$ cat config.mk
export PLATFORM = sky130hd
export DESIGN_NAME = alarm_trigger_flat
export DESIGN_NICKNAME = d
export VERILOG_FILES = /design/src/rtl/alarm_trigger_if.sv /design/src/rtl/alarm_trigger.sv /design/src/flat_wrapper.sv
export SDC_FILE = /design/constraint.sdc
export NUM_CORES = 1
export LEC_CHECK = 0
export ABC_AREA = 1
export CORE_ASPECT_RATIO = 1.4
export CORE_MARGIN = 2
export CORE_UTILIZATION = 56
export CTS_BUF_LIST = sky130_fd_sc_hd__clkbuf_8
export CTS_CLUSTER_DIAMETER = 40
export DETAILED_ROUTE_END_ITERATION = 12
export PLACE_DENSITY = 0.86
export SLEW_MARGIN = 0
export SYNTH_ARGS = -nofsm -noshare
export SYNTH_HDL_FRONTEND = slang
export SYNTH_SLANG_ARGS = --single-unit
$ cat constraint.sdc
create_clock -name clk -period 3.6 [get_ports clk]
set_input_delay 1.08 -clock clk [delete_from_list [all_inputs] [get_ports clk]]
set_output_delay 1.08 -clock clk [all_outputs]
set_load 0.02 [all_outputs]
$ cat src/rtl/alarm_trigger_if.sv
// Alarm trigger control/status bundle: time compare inputs, user requests and ring status.
// master drives the requests and times; slave is the alarm_trigger block.
interface alarm_trigger_if;
  logic       tick;
  logic       enable;
  logic [6:0] cur_hour;
  logic [6:0] cur_min;
  logic [6:0] alarm_hour;
  logic [6:0] alarm_min;
  logic       snooze;
  logic       stop;
  logic       ringing;
  logic       buzzer;
  logic       snoozing;
  logic [1:0] snooze_left;
  logic       alarm_event;

  modport master (
    output tick, enable, cur_hour, cur_min, alarm_hour, alarm_min, snooze, stop,
    input  ringing, buzzer, snoozing, snooze_left, alarm_event
  );

  modport slave (
    input  tick, enable, cur_hour, cur_min, alarm_hour, alarm_min, snooze, stop,
    output ringing, buzzer, snoozing, snooze_left, alarm_event
  );
endinterface

$ cat src/rtl/alarm_trigger.sv
// Alarm clock ring/snooze/dismiss controller; all outputs registered, one clk after the cause.
// No backpressure: requests are single-cycle pulses acted on in the cycle they appear.
module alarm_trigger #(
  parameter int RING_SEC   = 60,
  parameter int SNOOZE_SEC = 300,
  parameter int MAX_SNOOZE = 3
) (
  input logic            clk,
  input logic            clear_n,
  alarm_trigger_if.slave bus
);

  localparam int RING_CW = $clog2(RING_SEC + 1);
  localparam int SNZ_CW  = $clog2(SNOOZE_SEC + 1);

  typedef enum logic [1:0] {IDLE, RING, SNOOZE, DONE} state_t;

  state_t              state_q, state_d;
  logic [RING_CW-1:0]  ring_cnt_q, ring_cnt_d;
  logic [SNZ_CW-1:0]   snz_cnt_q, snz_cnt_d;
  logic [1:0]          left_q, left_d;
  logic                buzz_q, buzz_d;
  logic                event_q, event_d;
  logic                ringing_q, snoozing_q;
  logic                match;

  assign match = bus.enable & (bus.cur_hour == bus.alarm_hour) & (bus.cur_min == bus.alarm_min);

  always_comb begin
    state_d    = state_q;
    ring_cnt_d = ring_cnt_q;
    snz_cnt_d  = snz_cnt_q;
    left_d     = left_q;
    buzz_d     = buzz_q;
    event_d    = 1'b0;

    case (state_q)
      IDLE: begin
        if (match) begin
          state_d    = RING;
          ring_cnt_d = '0;
          left_d     = 2'(MAX_SNOOZE);
          event_d    = 1'b1;
          buzz_d     = 1'b1;
        end
      end
      RING: begin
        // Request pulses take precedence; a tick in the same cycle is dropped.
        if (!bus.enable) begin
          state_d = IDLE;
        end else if (bus.stop) begin
          state_d = DONE;
        end else if (bus.snooze && (left_q != 2'd0)) begin
          state_d   = SNOOZE;
          left_d    = left_q - 2'd1;
          snz_cnt_d = SNZ_CW'(SNOOZE_SEC);
        end else if (bus.tick) begin
          if (ring_cnt_q == RING_CW'(RING_SEC - 1)) begin
            state_d = DONE;
          end else begin
            ring_cnt_d = ring_cnt_q + 1'b1;
            buzz_d     = ~buzz_q;
          end
        end
      end
      SNOOZE: begin
        if (!bus.enable) begin
          state_d = IDLE;
        end else if (bus.stop) begin
          state_d = DONE;
        end else if (bus.tick) begin
          if (snz_cnt_q == SNZ_CW'(1)) begin
            state_d    = RING;
            ring_cnt_d = '0;
            snz_cnt_d  = '0;
            event_d    = 1'b1;
            buzz_d     = 1'b1;
          end else begin
            snz_cnt_d = snz_cnt_q - 1'b1;
          end
        end
      end
      DONE: begin
        // Hold off until the matched minute passes so the same minute cannot retrigger.
        if (!match) begin
          state_d = IDLE;
        end
      end
      default: state_d = IDLE;
    endcase

    if (state_d == IDLE) begin
      ring_cnt_d = '0;
      snz_cnt_d  = '0;
      left_d     = 2'd0;
    end
    if (state_d != RING) begin
      buzz_d = 1'b0;
    end
  end

  always_ff @(posedge clk) begin
    if (!clear_n) begin
      state_q    <= IDLE;
      ring_cnt_q <= '0;
      snz_cnt_q  <= '0;
      left_q     <= 2'd0;
      buzz_q     <= 1'b0;
      event_q    <= 1'b0;
      ringing_q  <= 1'b0;
      snoozing_q <= 1'b0;
    end else begin
      state_q    <= state_d;
      ring_cnt_q <= ring_cnt_d;
      snz_cnt_q  <= snz_cnt_d;
      left_q     <= left_d;
      buzz_q     <= buzz_d;
      event_q    <= event_d;
      ringing_q  <= (state_d == RING);
      snoozing_q <= (state_d == SNOOZE);
    end
  end

  assign bus.ringing     = ringing_q;
  assign bus.buzzer      = buzz_q;
  assign bus.snoozing    = snoozing_q;
  assign bus.snooze_left = left_q;
  assign bus.alarm_event = event_q;

endmodule

$ cat src/flat_wrapper.sv
// flat-port wrapper written by rule: the top's interface ports become plain ports
module alarm_trigger_flat 
#(
  parameter int RING_SEC   = 60,
  parameter int SNOOZE_SEC = 300,
  parameter int MAX_SNOOZE = 3
)
  (clk, clear_n, bus_tick, bus_enable, bus_cur_hour, bus_cur_min, bus_alarm_hour, bus_alarm_min, bus_snooze, bus_stop, bus_ringing, bus_buzzer, bus_snoozing, bus_snooze_left, bus_alarm_event);
  alarm_trigger_if bus_i ();
  input logic clk;
  input logic clear_n;
  input wire logic [$bits(bus_i.tick)-1:0] bus_tick;
  input wire logic [$bits(bus_i.enable)-1:0] bus_enable;
  input wire logic [$bits(bus_i.cur_hour)-1:0] bus_cur_hour;
  input wire logic [$bits(bus_i.cur_min)-1:0] bus_cur_min;
  input wire logic [$bits(bus_i.alarm_hour)-1:0] bus_alarm_hour;
  input wire logic [$bits(bus_i.alarm_min)-1:0] bus_alarm_min;
  input wire logic [$bits(bus_i.snooze)-1:0] bus_snooze;
  input wire logic [$bits(bus_i.stop)-1:0] bus_stop;
  output wire logic [$bits(bus_i.ringing)-1:0] bus_ringing;
  output wire logic [$bits(bus_i.buzzer)-1:0] bus_buzzer;
  output wire logic [$bits(bus_i.snoozing)-1:0] bus_snoozing;
  output wire logic [$bits(bus_i.snooze_left)-1:0] bus_snooze_left;
  output wire logic [$bits(bus_i.alarm_event)-1:0] bus_alarm_event;
  assign bus_i.tick = bus_tick;
  assign bus_i.enable = bus_enable;
  assign bus_i.cur_hour = bus_cur_hour;
  assign bus_i.cur_min = bus_cur_min;
  assign bus_i.alarm_hour = bus_alarm_hour;
  assign bus_i.alarm_min = bus_alarm_min;
  assign bus_i.snooze = bus_snooze;
  assign bus_i.stop = bus_stop;
  assign bus_ringing = bus_i.ringing;
  assign bus_buzzer = bus_i.buzzer;
  assign bus_snoozing = bus_i.snoozing;
  assign bus_snooze_left = bus_i.snooze_left;
  assign bus_alarm_event = bus_i.alarm_event;
  alarm_trigger #(.RING_SEC(RING_SEC), .SNOOZE_SEC(SNOOZE_SEC), .MAX_SNOOZE(MAX_SNOOZE)) u_core (.clk(clk), .clear_n(clear_n), .bus(bus_i));
endmodule
---- After elaboration in Yosys (flattened, before gate mapping) ----
Cells that the tools add are included.
word-level totals
  register bits ........................... 23
  bits in latches ......................... 0
  bits in writable memories ............... 0
  ROM bits ................................ 0
  bits of input ports ..................... 34
  output and inout bits ................... 6
  memories ................................ 0
operators by class
  $add $sub $neg .......................... 3
  multiply operators ...................... 0
  divide/modulo/power cells ............... 0
  magnitude comparators ................... 0
  equality and inequality tests ........... 21
  shift operators ......................... 0
  multiplexer cells ....................... 53
  bitwise operators ....................... 4
  reduce and logical (&&, ||, !) cells .... 12
operators by type and width
  cell                   count
  $mux W9                7
  $mux W6                10
  $mux W2                15
  $pmux W6 S3            1
  $pmux W9 S2            1
  $ne A2 B2 Y1 const B   8
  $mux W1                15
  $eq A7 B7 Y1           2
  $reduce_and A11 Y1     1
  $eq A9 B1 Y1 const B   1
  $sub A9 B1 Y9 const B  1
  $ne A2 B1 Y1 const B   4
  $pmux W2 S4            1
  $reduce_and A7 Y1      1
  $add A6 B1 Y6 const B  1
  $eq A2 B2 Y1 const B   3
  $eq A6 B6 Y1 const B   1
  $reduce_bool A2 Y1     3
  $reduce_and A5 Y1      1
  $eq A2 B1 Y1 const B   2
  $logic_not A2 Y1       2
  $pmux W2 S2            1
  $reduce_or A2 Y1       2
  $pmux W1 S3            1
  6 further kinds        8

---- Depth between registers and ports, before layout ----
Gate-level depths: netlist (run 1).
  word-level depth ........................ 9
  mapped depth ............................ 15

---- Worst setup path before layout (run 1) ----
No wires, ideal clock.
  path kind ............................... input port to flip-flop
  from .................................... input port bus_alarm_hour[3]
  to ...................................... register u_core.ring_cnt_q[2]
  library setup time ...................... 0.109 ns
  arrival ................................. 2.014 ns
  path slack .............................. 1.477 ns
  stages on the path ...................... 12
  buffers on the path ..................... 0
  cells stage by stage .................... nor2_1 -> nor2_1 -> nor2_1 -> nand2_1 -> nor2_1 -> nand2_1 -> nand2_1 -> nand2_4 -> nand2_1 -> nand2_1 -> nand2_1 -> inv_1
between the ends
  cells in the longest elaborated chain, start to end .. 7
ends and longest elaborated chain
  item                            RTL line                                  text
  from (decl)                     flat_wrapper.sv:16                        input wire logic [$bits(bus_i.alarm_hour)-1:0] bus_alarm_hour;
  $eq A7 B7 Y1 (*)                alarm_trigger.sv:27                       assign match = bus.enable & (bus.cur_hour == bus.alarm_hour) & (bus.cur_min == bus.alarm_min);
  $and A1 B1 Y1 (*) (2 in a row)  alarm_trigger.sv:27
  $mux W2 (on tied branches)      alarm_trigger.sv:85, alarm_trigger.sv:39
  $pmux W2 S4                     alarm_trigger.sv:37                       case (state_q)
  $logic_not A2 Y1                alarm_trigger.sv:92                       if (state_d == IDLE) begin
  $reduce_or A2 Y1 (no line)      n/a
  to (signal assigned)            alarm_trigger.sv:114                      ring_cnt_q <= ring_cnt_d;
  to (decl)                       alarm_trigger.sv:19                       logic [RING_CW-1:0] ring_cnt_q, ring_cnt_d;
Mark *: on every way between the ends. The rest lies on a longest branch, timed or not.
A chain may end at the register's enable or synchronous reset.

---- Worst setup path in the final report (run 1) ----
  from .................................... input port bus_cur_min[2]
  to ...................................... register u_core.ring_cnt_q[2]
between the ends
  cells in the longest elaborated chain, start to end .. 6
ends and longest elaborated chain
  item                        RTL line                                  text
  from (decl)                 flat_wrapper.sv:15                        input wire logic [$bits(bus_i.cur_min)-1:0] bus_cur_min;
  $eq A7 B7 Y1 (*)            alarm_trigger.sv:27
  $and A1 B1 Y1 (*)           alarm_trigger.sv:27
  $mux W2 (on tied branches)  alarm_trigger.sv:85, alarm_trigger.sv:39
  $pmux W2 S4                 alarm_trigger.sv:37
  $logic_not A2 Y1            alarm_trigger.sv:92
  $reduce_or A2 Y1 (no line)  n/a
Marks and branches as above.

==> flow_summary.ini, run 1 <==
[run_status]
outcome = finished, final reports clean

[global_routing]
overflow = 0
gr-usage-all-layers = 0.232
grt_pass1_vias = 1745
grt_pass1_wl_um = 6680
grt_max_degree = 15
antenna_found_initial = 0

[routing]
drcViolationCount = 0
wl_per_cell_um = 10.4
avgViaCountPerCell = 4.92
routed_wl_um = 3800
vias = 1800
first_pass_iters = 6
ant_nets = 0
first_iter_violations = 38

[critical_path]
crit_fanout = 12
crit_top_cell = nand2_1
slowest_delay_ns = 0.48
r2r-end = u_core.ring_cnt_q[2]
r2r_start = u_core.snz_cnt_q[1]
crit_slowest_cell = clkdlybuf4s50_1
required_ns = 3.82
criticalPathCategory = in -> reg
critPathBufInv = 3
crit_chain = clkdlybuf4s50_1 -> inv_1 -> nand2_1 -> nand2_1 -> nor2_1 -> nand2_1 -> nor2_1 -> nand3_1 -> nand2_2 -> nand2_2 -> nand2_2 -> nand2_1 -> inv_1
worstRegToRegCells = 15
worst_setup_path_start_kind = input port
critPathTopFamily = simple AND/OR/NAND/NOR gates
cp-end-kind = flip-flop
reg2reg_setup_slack_ns = 1.51
cp-startpoint = bus_cur_min[2]
cp.arrival_ns = 2.88

[pwr]
power.density_mw_per_mm2 = 216
p_int_w = 0.000373
peakVddDrop_mv = 0.255
seqPwrFrac = 0.529
p_comb_frac = 0.137
p_clk_frac = 0.334
p_switching_w = 0.000107
total_leakage_power_nw = 1.17
swShare = 0.223

[clock_network]
clock_path_buffers = 2
cts_tree = yes
cts_setup_buffers = 0
cts.sinks = 23
h-tree-depth = 1
clkLatencyLatePin_ns = 0.27
hold_buffers = 0
clockRootBuffer = clkbuf_8
cts_inserted_buffers = 3
clkSlewWorstSetupHoldPaths_ns = 0.08
cts_resized = 0

[finish]
nNetsFinal = 366
fillerInstances = 267
area_delta_synth_final_pct = 25.4
final_util = 0.727
n_antenna_cell = 0
drive_gt1_frac = 0.116
fin_area_mm2 = 0.00223

[synthesis]
synth.area.top_cells = dfxtp_1 26%, nand2_1 19%, inv_1 11%
yosysWarnings = 0
synthFlopType = dfxtp_1
yosysSeqAreaShare = 0.259
post-synth-top-count-cell = nand2_1
synth_nets = 325
synth_cells = 287
synth_edf_count = 0
ys_types = 32
synth.avg_cell_area_um2 = 6.19
syn_area_mm2 = 0.00178
synth.top_cell.area_share = 0.259
yosys.area.top_type = dfxtp_1
async_flop_share = 0
netlist_top_cells_count = 89 x nand2_1, 53 x inv_1, 25 x nor2_1
ys_ff_latch = 23

[timing]
worst_slew_pin_slew_ns = 0.375
max_freq_ghz = 0.376
clock-skew-final_ns = 0.00248
whs_ns = 0.545
fin_setup_tns_ns = 0
drv_slew = 0
rsz0062_at_grt = false
period_minus_slack_ns = 2.66
setup_viol = 0
period_share = 0.739
slew-limit-headroom = 0.749
hold_viol_final = 0

[worst_hold_path]
hold_start = u_core.bus.buzzer
worstHoldPathCells = 4
worstHoldPathType = reg -> reg
hold_end = u_core.bus.buzzer

[placement]
place.gp.congestion = 0.831
dpl_cell_area_mm2 = 0.00218
port_buffers = 39
dp_hpwl_um = 3130

[floorplan]
rows = 24
die_y_um = 70.6
dieArea_mm2 = 0.00364
io_pins = 40
die_w_um = 51.6
core_mm2 = 0.00306
start_util = 0.580

[job]
max_cap_violations = 0
## placed cells by master (no fill, tap or decap), types with 2 or more instances in the layout
master           netlist  layout
o21ai_0                4       4
nor3_1                 2       2
xnor2_1                2       2
nand3_2                3       3
inv_2                  3       3
nand3_1               22      22
nand4_1                7       7
o22ai_1                2       2
nand2_2                9       9
inv_1                 53      53
ha_1                   4       4
nand3b_1               2       2
nor2_4                 2       2
dfxtp_1               23      23
clkbuf_8               0       3
a21o_1                 2       2
clkdlybuf4s50_1        0      39
xor2_1                 4       4
nor2_1                25      25
nand2_4                3       3
a21oi_2                8       8
nor2_2                 4       4
nand2_1               89      89
o21ai_1                2       2
## layout make-up
type,count,area (um^2),share of cell area
inverters,57,214,0.0961
repair buffers,39,390,0.175
multi-input cells,204,1070,0.479
clock inverters,1,5.00,0.00225
flip-flops and latches,23,460,0.207
clock buffers,3,41.3,0.0185
well taps,39,48.8,0.0219
## flip-flops by register name, summed over array words and instances (netlist names)
signal                  flops
u_core.bus.buzzer           1
u_core.bus.snoozing         1
u_core.snz_cnt_q            9
u_core.state_q              2
u_core.bus.alarm_event      1
u_core.ring_cnt_q           6
u_core.bus.snooze_left      2
u_core.bus.ringing          1
## layer usage
metal / up-vias / track usage / part of all wire
met5: - / 0 / 0
met4: 0 / 0.111 / 0.029
met3: 9 / 0.0211 / 0.021
met2: 26 / 0.470 / 0.57
met1: 802 / 0.219 / 0.38
li1: 963 / - / -
## tightest hold or removal path: stages (launching register included)
cell	delay (ns)
dfxtp_1	0.33
inv_1	0.05
nand2_1	0.04
nand2_1	0.05
nor2_1	0.04
## worst max-delay path by stage
| stage | slack (ns) | cells past startpoint | endpoint |
|---|---|---|---|
| after floorplan | 1.48 | 12 | u_core.ring_cnt_q[2] |
| after global placement | 0.68 | 13 | u_core.bus.snooze_left[0] |
| after detailed placement | 0.63 | 13 | u_core.ring_cnt_q[4] |
| after CTS | 0.91 | 13 | u_core.ring_cnt_q[4] |
| after global routing | 0.70 | 13 | u_core.bus.snooze_left[0] |
| final | 0.94 | 13 | u_core.ring_cnt_q[2] |
## cell families after synthesis
group	Yosys count	share of synthesized area
buffers and inverters	60	0.140
adder cells (fa/ha/maj)	4	0.0282
XOR/XNOR	6	0.0296
flip-flops	23	0.259
AO/OA/AOI/OAI	26	0.107
AND/OR/NAND/NOR	168	0.436
## per-stage QoR
| step | std cells | setup slack, ns | power, W |
|---|---|---|---|
| after global routing | 366 | 0.702 | 0.000505 |
| after floorplan | 287 | 1.48 | 0.000282 |
| after global placement | 362 | 0.679 | 0.000325 |
| after CTS | 366 | 0.911 | 0.000487 |
| final | 366 | 0.939 | 0.000480 |
| after detailed placement | 362 | 0.631 | 0.000326 |
## power groups by stage
stage	Combinational (W)	Clock, W	Sequential (W)
after floorplan	0.0000222	0	0.000260
after global placement	0.0000646	0	0.000260
after detailed placement	0.0000662	0	0.000260
after CTS	0.0000664	0.000167	0.000254
after global routing	0.0000733	0.000177	0.000254
final	0.0000659	0.000160	0.000254
Power figures use the tool's default switching activity.
==> run 2, diff against run 1 <==
--- a/config.mk
+++ b/config.mk
@@ -8,11 +8,11 @@
 export ABC_AREA = 1
 export CORE_ASPECT_RATIO = 1.4
 export CORE_MARGIN = 2
-export CORE_UTILIZATION = 56
+export CORE_UTILIZATION = 47
 export CTS_BUF_LIST = sky130_fd_sc_hd__clkbuf_8
 export CTS_CLUSTER_DIAMETER = 40
 export DETAILED_ROUTE_END_ITERATION = 12
-export PLACE_DENSITY = 0.86
+export PLACE_DENSITY = 0.76
 export SLEW_MARGIN = 0
 export SYNTH_ARGS = -nofsm -noshare
 export SYNTH_HDL_FRONTEND = slang
==> constraint.sdc (replaced) <==
create_clock -name clk -period 2.3 [get_ports clk]
set_input_delay 0.69 -clock clk [delete_from_list [all_inputs] [get_ports clk]]
set_output_delay 0.69 -clock clk [all_outputs]
set_load 0.02 [all_outputs]
==> flow_summary.ini, run 2 (synthesis gave the netlist of run 1 again) <==
[run_status]
outcome = finished, final reports clean

[finish]
top_register = u_core.snz_cnt_q
nNetsFinal = 374
mostFrequentLayoutCell = nand2_1
largest_registers = u_core.snz_cnt_q x9, u_core.ring_cnt_q x6
layout.cells.non_filler = 377
fillerInstances = 351
n_antenna_cell = 0
final_cell_mix = 89 x nand2_1, 54 x inv_1, 39 x clkdlybuf4s50_1
largest_reg_flops = 9
drive_gt1_frac = 0.134
area_delta_synth_final_pct = 30.4

[pwr]
peakVddDrop_mv = 0.301
p_total_w = 0.000742
total_leakage_power_nw = 1.22
power.density_mw_per_mm2 = 321

[clock_network]
cts_tree = yes
clkSlewWorstSetupHoldPaths_ns = 0.07
cts_inserted_buffers = 3
hold_buffers = 0
cts_resized = 0
clock_path_buffers = 2
h-tree-depth = 1
cts_setup_buffers = 0
clockRootBuffer = clkbuf_8
clkLatencyLatePin_ns = 0.26
cts.sinks = 23

[critical_path]
cp-end-kind = flip-flop
required_ns = 2.49
criticalPathCategory = in -> reg
worst_setup_path_start_kind = input port
cp.arrival_ns = 2.29
crit_fanout = 10

[worst_hold_path]
worstHoldPathType = reg -> reg

[global_routing]
overflow = 0
grt_max_degree = 15
grt_pass1_vias = 1772
antenna_found_initial = 0
gr-usage-all-layers = 0.191
grt_pass1_wl_um = 6910

[routing]
vias = 1814
routed_wl_um = 3680
first_iter_violations = 41
wl_per_cell_um = 9.77
drcViolationCount = 0
avgViaCountPerCell = 4.81
ant_nets = 0
first_pass_iters = 4

[floorplan]
rows = 26
io_pins = 40
dieArea_mm2 = 0.00429
start_util = 0.487
die_y_um = 76.7
die_w_um = 55.9
core_mm2 = 0.00364

[timing]
setup_viol = 0
worst_slew_pin_slew_ns = 0.254
drv_slew = 0
slew-limit-headroom = 0.830
max_freq_ghz = 0.477
rsz0062_at_grt = false
hold_viol_final = 0
fin_setup_tns_ns = 0
period_minus_slack_ns = 2.10
period_share = 0.912
clock-skew-final_ns = 0.00437

[job]
max_cap_violations = 0

[placement]
place.gp.congestion = 0.803
port_buffers = 39
dp.cells = 373
dp_hpwl_um = 3140
[run 2: report_power, final]
part / leakage (nW) / switching, W / internal (W)
clock: 0.0269 / 0.000122 / 0.000119
sequential: 0.185 / 0.00000000532 / 0.000398
combinational: 1.01 / 0.0000369 / 0.0000664
total: 1.22 / 0.000159 / 0.000583
[run 2: cell type report]
cell class                 instances  area [um^2]  area share
tap                               42         52.6      0.0227
timing repair buffer              47          475       0.205
inverter                          57          214      0.0924
clock buffer                       3         41.3      0.0178
sequential                        23          460       0.199
clock inverter                     1         3.75     0.00162
multi-input combinational        204         1070       0.461
[run 2: critical path, cell delays in order]
cell	delay [ns]
clkdlybuf4s50_1	0.48
inv_1	0.05
nand2_1	0.05
nand2_1	0.05
nor2_1	0.09
nand2_1	0.05
nor2_1	0.20
nand3_1	0.12
nand2_2	0.11
nand2_2	0.09
buf_12	0.16
a21boi_1	0.13
[run 2: path summary, 6_finish.rpt]
kind | startpoint | end | slack (ns) | cells past startpoint
setup / recovery | bus_alarm_hour[6] | u_core.snz_cnt_q[0] | 0.20 | 12
hold / removal | u_core.bus.buzzer | u_core.bus.buzzer | 0.54 | 4
setup reg to reg | u_core.snz_cnt_q[1] | u_core.ring_cnt_q[3] | 0.45 | 15
hold reg to reg | u_core.bus.buzzer | u_core.bus.buzzer | 0.54 | 4
[run 2: routing by layer]
metal | wire (um) | vias to the layer above | global-route usage | part of all wire
li1 | - | 984 | - | -
met4 | 46 | 0 | 0.0476 | 0.012
met3 | 81 | 6 | 0.0236 | 0.022
met5 | 0 | - | 0 | 0
met1 | 1510 | 803 | 0.203 | 0.41
met2 | 2050 | 21 | 0.385 | 0.56
[run 2: metrics by stage]
step	util	hold WS, ns	cell area, um^2	worst slack (ns)
2_1_floorplan	-	0.530	1780	0.567
3_3_place_gp	0.623	0.535	2270	-0.0170
3_5_place_dp	0.623	0.537	2270	-0.0870
4_1_cts	0.635	0.548	2310	0.185
5_1_grt	0.635	0.608	2310	0.00892
6_report	0.635	0.544	2310	0.202
